## config.mk

```make
export PLATFORM = sky130hd
export DESIGN_NAME = mem_arbiter
export DESIGN_NICKNAME = d
export VERILOG_FILES = /design/src/rtl/mem_arbiter.sv
export SDC_FILE = /design/constraint.sdc
export NUM_CORES = 1
export LEC_CHECK = 0
export BUFFER_PORTS_ARGS = -buffer_cell sky130_fd_sc_hd__buf_2
export CORE_ASPECT_RATIO = 0.7
export CORE_MARGIN = 3
export CORE_UTILIZATION = 35
export CTS_CLUSTER_DIAMETER = 100
export DETAILED_ROUTE_END_ITERATION = 8
export SETUP_SLACK_MARGIN = 0.1
export SLEW_MARGIN = 20
export SYNTH_ARGS = -nofsm -noshare
export SYNTH_HDL_FRONTEND = slang
export SYNTH_SLANG_ARGS = --single-unit
```

## constraint.sdc

```tcl
create_clock -name clk -period 4 [get_ports clk]
set_input_delay 0.8 -clock clk [delete_from_list [all_inputs] [get_ports clk]]
set_output_delay 0.8 -clock clk [all_outputs]
set_load 0.01 [all_outputs]
```

## src/rtl/mem_arbiter.sv

```systemverilog
// rtl/mem_arbiter.sv - two-client (inst/data) arbiter onto one single-port memory; optional MEM_ARB_ROUND_ROBIN_EN tie policy
`ifndef WORD_ADDRESS_SIZE
`define WORD_ADDRESS_SIZE 32
`endif

package memory_io_pkg;
    typedef struct packed {
        logic                          valid;
        logic [`WORD_ADDRESS_SIZE-1:0] addr;
        logic [3:0]                    do_read;
        logic [3:0]                    do_write;
        logic [31:0]                   data;
    } memory_io_req;

    typedef struct packed {
        logic        valid;
        logic        ready;
        logic [31:0] data;
    } memory_io_rsp;
endpackage

module mem_arbiter
    import memory_io_pkg::*;
(
    input  logic         clk,
    input  logic         reset,
    input  memory_io_req inst_req,
    output memory_io_rsp inst_rsp,
    input  memory_io_req data_req,
    output memory_io_rsp data_rsp,
    output memory_io_req mem_req,
    input  memory_io_rsp mem_rsp
);

    typedef enum logic [1:0] {IDLE, ISSUE, WAIT} state_t;

    localparam logic OWNER_INST = 1'b0;
    localparam logic OWNER_DATA = 1'b1;

    state_t       state, state_next;
    memory_io_req cur_req, pend_req;
    logic         cur_owner, pend_owner, pend_valid;
    logic         ready, inst_acc, data_acc, tie, tie_to_data, data_wins;

`ifdef MEM_ARB_ROUND_ROBIN_EN
    logic         last_tie_data;
`endif

    // Registered copies never carry valid; it is regenerated in ISSUE.
    function automatic memory_io_req capture(input memory_io_req r);
        memory_io_req c;
        c       = r;
        c.valid = 1'b0;
        return c;
    endfunction

    always_comb begin
        state_next  = state;
        ready       = (state == IDLE) && mem_rsp.ready;
        inst_rsp    = '0;
        data_rsp    = '0;
        mem_req     = '0;
        inst_rsp.ready = ready;
        data_rsp.ready = ready;
        inst_acc    = inst_req.valid && ready;
        data_acc    = data_req.valid && ready;
        tie         = inst_acc && data_acc;
`ifdef MEM_ARB_ROUND_ROBIN_EN
        tie_to_data = !last_tie_data;
`else
        tie_to_data = 1'b1;
`endif
        data_wins   = tie ? tie_to_data : data_acc;

        case (state)
            IDLE: begin
                if (inst_acc || data_acc)
                    state_next = ISSUE;
            end
            ISSUE: begin
                mem_req       = cur_req;
                mem_req.valid = 1'b1;
                state_next    = WAIT;
            end
            WAIT: begin
                if (mem_rsp.valid) begin
                    if (cur_owner == OWNER_DATA) begin
                        data_rsp.valid = 1'b1;
                        data_rsp.data  = mem_rsp.data;
                    end else begin
                        inst_rsp.valid = 1'b1;
                        inst_rsp.data  = mem_rsp.data;
                    end
                    state_next = pend_valid ? ISSUE : IDLE;
                end
            end
            default: state_next = IDLE;
        endcase
    end

    always_ff @(posedge clk) begin
        if (reset) begin
            state      <= IDLE;
            cur_req    <= '0;
            cur_owner  <= OWNER_INST;
            pend_req   <= '0;
            pend_owner <= OWNER_INST;
            pend_valid <= 1'b0;
`ifdef MEM_ARB_ROUND_ROBIN_EN
            last_tie_data <= 1'b0;
`endif
        end else begin
            state <= state_next;
            if (inst_acc || data_acc) begin
                cur_req   <= data_wins ? capture(data_req) : capture(inst_req);
                cur_owner <= data_wins ? OWNER_DATA : OWNER_INST;
                if (tie) begin
                    pend_valid <= 1'b1;
                    pend_req   <= data_wins ? capture(inst_req) : capture(data_req);
                    pend_owner <= data_wins ? OWNER_INST : OWNER_DATA;
`ifdef MEM_ARB_ROUND_ROBIN_EN
                    last_tie_data <= data_wins;
`endif
                end
            end
            // The pending loser is promoted on the winner's response cycle.
            if (state == WAIT && mem_rsp.valid && pend_valid) begin
                cur_req    <= pend_req;
                cur_owner  <= pend_owner;
                pend_valid <= 1'b0;
            end
        end
    end

endmodule

```

==> metrics.yaml <==
critical_path:
  cp_max_fo: 33
  critPathRequiredTime_ns: 3.20
  crit_end: "data_rsp[24]"
  crit_type: "reg2out"
  crit_path_end_kind: "output port"
  slowest_delay_ns: 0.83
  cp.depth: 3
  startpoint: "state[1]"
  crit_path_start_kind: "flip-flop"
  worst_ep_arrival_time_ns: 2.17
  cpMaxStageDelayCell: "and4b_1"
  r2r_slack_ns: 1.78
  crit_path_cell_trace: "and4b_1 -> and2_1 -> buf_2"
  path_buf_inv: 1
  r2r-end: "cur_req[38]"
  r2r-start: "state[1]"
  r2r_cells: 5
  path_delay_family: "simple AND/OR/NAND/NOR gates"
synth:
  syn_nets: 1107
  synth_seq_cells: 149
  synth_area_leaders: "dfxtp_1 (36%), nand3_1 (13%), o221ai_2 (13%)"
  yosysTopAreaCell: "dfxtp_1"
  synthCells: 925
  yosysWarnings: 0
  ys_types: 28
  avgSynthCellArea_um2: 8.84
  syn_area_mm2: 0.00818
  netlist.area_leader.share: 0.365
  synth_seq_area_share: 0.365
clock_network:
  cts.path.max_buffers: 2
  postCtsResizedCells: 0
  tritoncts: "built"
  hold_buffers: 0
  clk_pin_slew_worst_paths_ns: 0.06
  cts-root-buf: "clkbuf_16"
  clock_latency_ns: 0.42
  htreeDepth: 4
  cts-buffers-inserted: 17
  clkSinkCount: 149
  post_cts_buffers: 0
timing:
  final-max-slew-violation-count: 0
  rsz0062_at_grt: "no"
  setup_tns_ns: 0
  hold_violations: 0
  max_slew_margin: 0.420
  fmax_ghz: 0.337
  hold_slack_ns: 0.460
  skew_ns: 0.0103
  setup_viol: 0
  worst_slew_pin_slew_ns: 0.870
  post-route-period-util: 0.742
  period_needed_ns: 2.97
floorplanning:
  rows: 46
  start_util: 0.359
  die_h_um: 134
  die_area_mm2: 0.0253
  num_io_pins: 323
  core_mm2: 0.0228
  die_w_um: 189
placed_design:
  hpwl_mm: 17.3
  port_buffers: 322
  gp_congestion: 0.786
finish:
  num-nets-final: 1356
  fill_cells: 2290
  layout_common_cells: "buf_2 (322), nand3_1 (216), dfxtp_1 (149)"
  layout_commonest_cell: "buf_2"
  seq_area_mm2: 0.00298
  drive_above_1_share: 0.382
  syn2layout_area_growth_pct: 27.3
  multi_input_area_mm2: 0.00465
global_routing:
  use_met2: 0.306
  grt_use_met1: 0.293
  grt_busiest_layer: "met2"
  grt_pass1_wl_mm: 42.2
  use_met3: 0.0525
  antenna_found_initial: 2
  grt_max_degree: 147
  gr-total-overflow: 0
  grt_pass1_vias: 7821
  track_usage: 0.204
worst_hold_path:
  hold_class: "reg2reg"
  hold_depth: 1
route:
  postRouteAntennaNets: 0
  wire_per_inst_um: 17.9
  drt_iter0_markers: 657
  viasPerCell: 5.32
  route.detailed.drc: 0
  drt-pass1-iter-count: 5
  drt-total-wl_mm: 26.8
  vias: 7978
pwr:
  switchingPower_mw: 1.08
  peakVddDrop_uv: 278
  internal_power_mw: 2.76
  power_leakage_nw: 4.31
  clkPwrFrac: 0.428
  power_density_mw_per_mm2: 368
  swShare: 0.281
  pwr-share-comb: 0.153
  seqPwrFrac: 0.419
outcome:
  outcome: "complete, no violations"
flow_run:
  max_cap_violations: 0
## per-stage QoR
step                power [mW]  utilization  instance area [µm²]  setup WS [ns]  cells
floorplan                 2.02            -                 8180           1.49    925
global placement          2.22        0.431                 9810           1.28   1467
detailed placement        2.22        0.431                 9810           1.19   1467
CTS                       3.87        0.457                10400           1.07   1499
global route              3.99        0.457                10400          0.854   1499
finish                    3.83        0.457                10400           1.03   1500
## worst min path at each step
stage	startpoint	to
after global routing	pend_req[28]	pend_req[28]
after CTS	pend_owner	pend_owner
after global placement	pend_owner	pend_owner
after floorplan	pend_owner	pend_owner
final	pend_owner	pend_owner
after detailed placement	pend_owner	pend_owner
## cells in the mapped netlist (all sizes together)
cell / instances
dfxtp: 149
nand3: 217
and4b: 2
or3b: 1
o21ai: 74
and2: 137
o221ai: 72
nor2: 5
and4bb: 1
nand4b: 1
a32oi: 1
nor3: 2
or2: 1
mux2i: 72
inv: 2
o211a: 1
nor2b: 1
nand2: 1
nor4bb: 1
clkbuf: 74
a21oi: 75
buf: 35
## power groups by stage
stage / Sequential, mW / Combinational [mW] / Clock, mW
2_1_floorplan: 1.62 / 0.392 / 0
3_3_place_gp: 1.64 / 0.583 / 0
3_5_place_dp: 1.64 / 0.586 / 0
4_1_cts: 1.61 / 0.587 / 1.67
5_1_grt: 1.61 / 0.640 / 1.73
6_report: 1.61 / 0.585 / 1.64
## logic make-up after synthesis
family | synth area share
mux | 0.0881
flops | 0.365
simple gates | 0.253
buf+inv | 0.0701
compound gates | 0.224
## flip-flops by register name (all words and copies together) (netlist names)
signal and cells:
cur_owner 1, state 2, pend_valid 1, pend_req 72, pend_owner 1, cur_req 72
## final cells by class
cell class              count  share of cell area
well taps                 312              0.0375
clock inverters            13              0.0138
multi-input cells         665               0.447
diodes                      1            0.000240
clock buffers              19              0.0435
flip-flops and latches    149               0.286
inverters                   2             0.00120
repair buffers            339               0.171
## routing by layer
metal  share of wire  wire length (µm)
met5          0.0010                27
met4          0.0080               215
met3           0.068              1830
met2            0.44             11900
met1            0.48             12800
No activity file was read; power rests on OpenSTA's default activity.
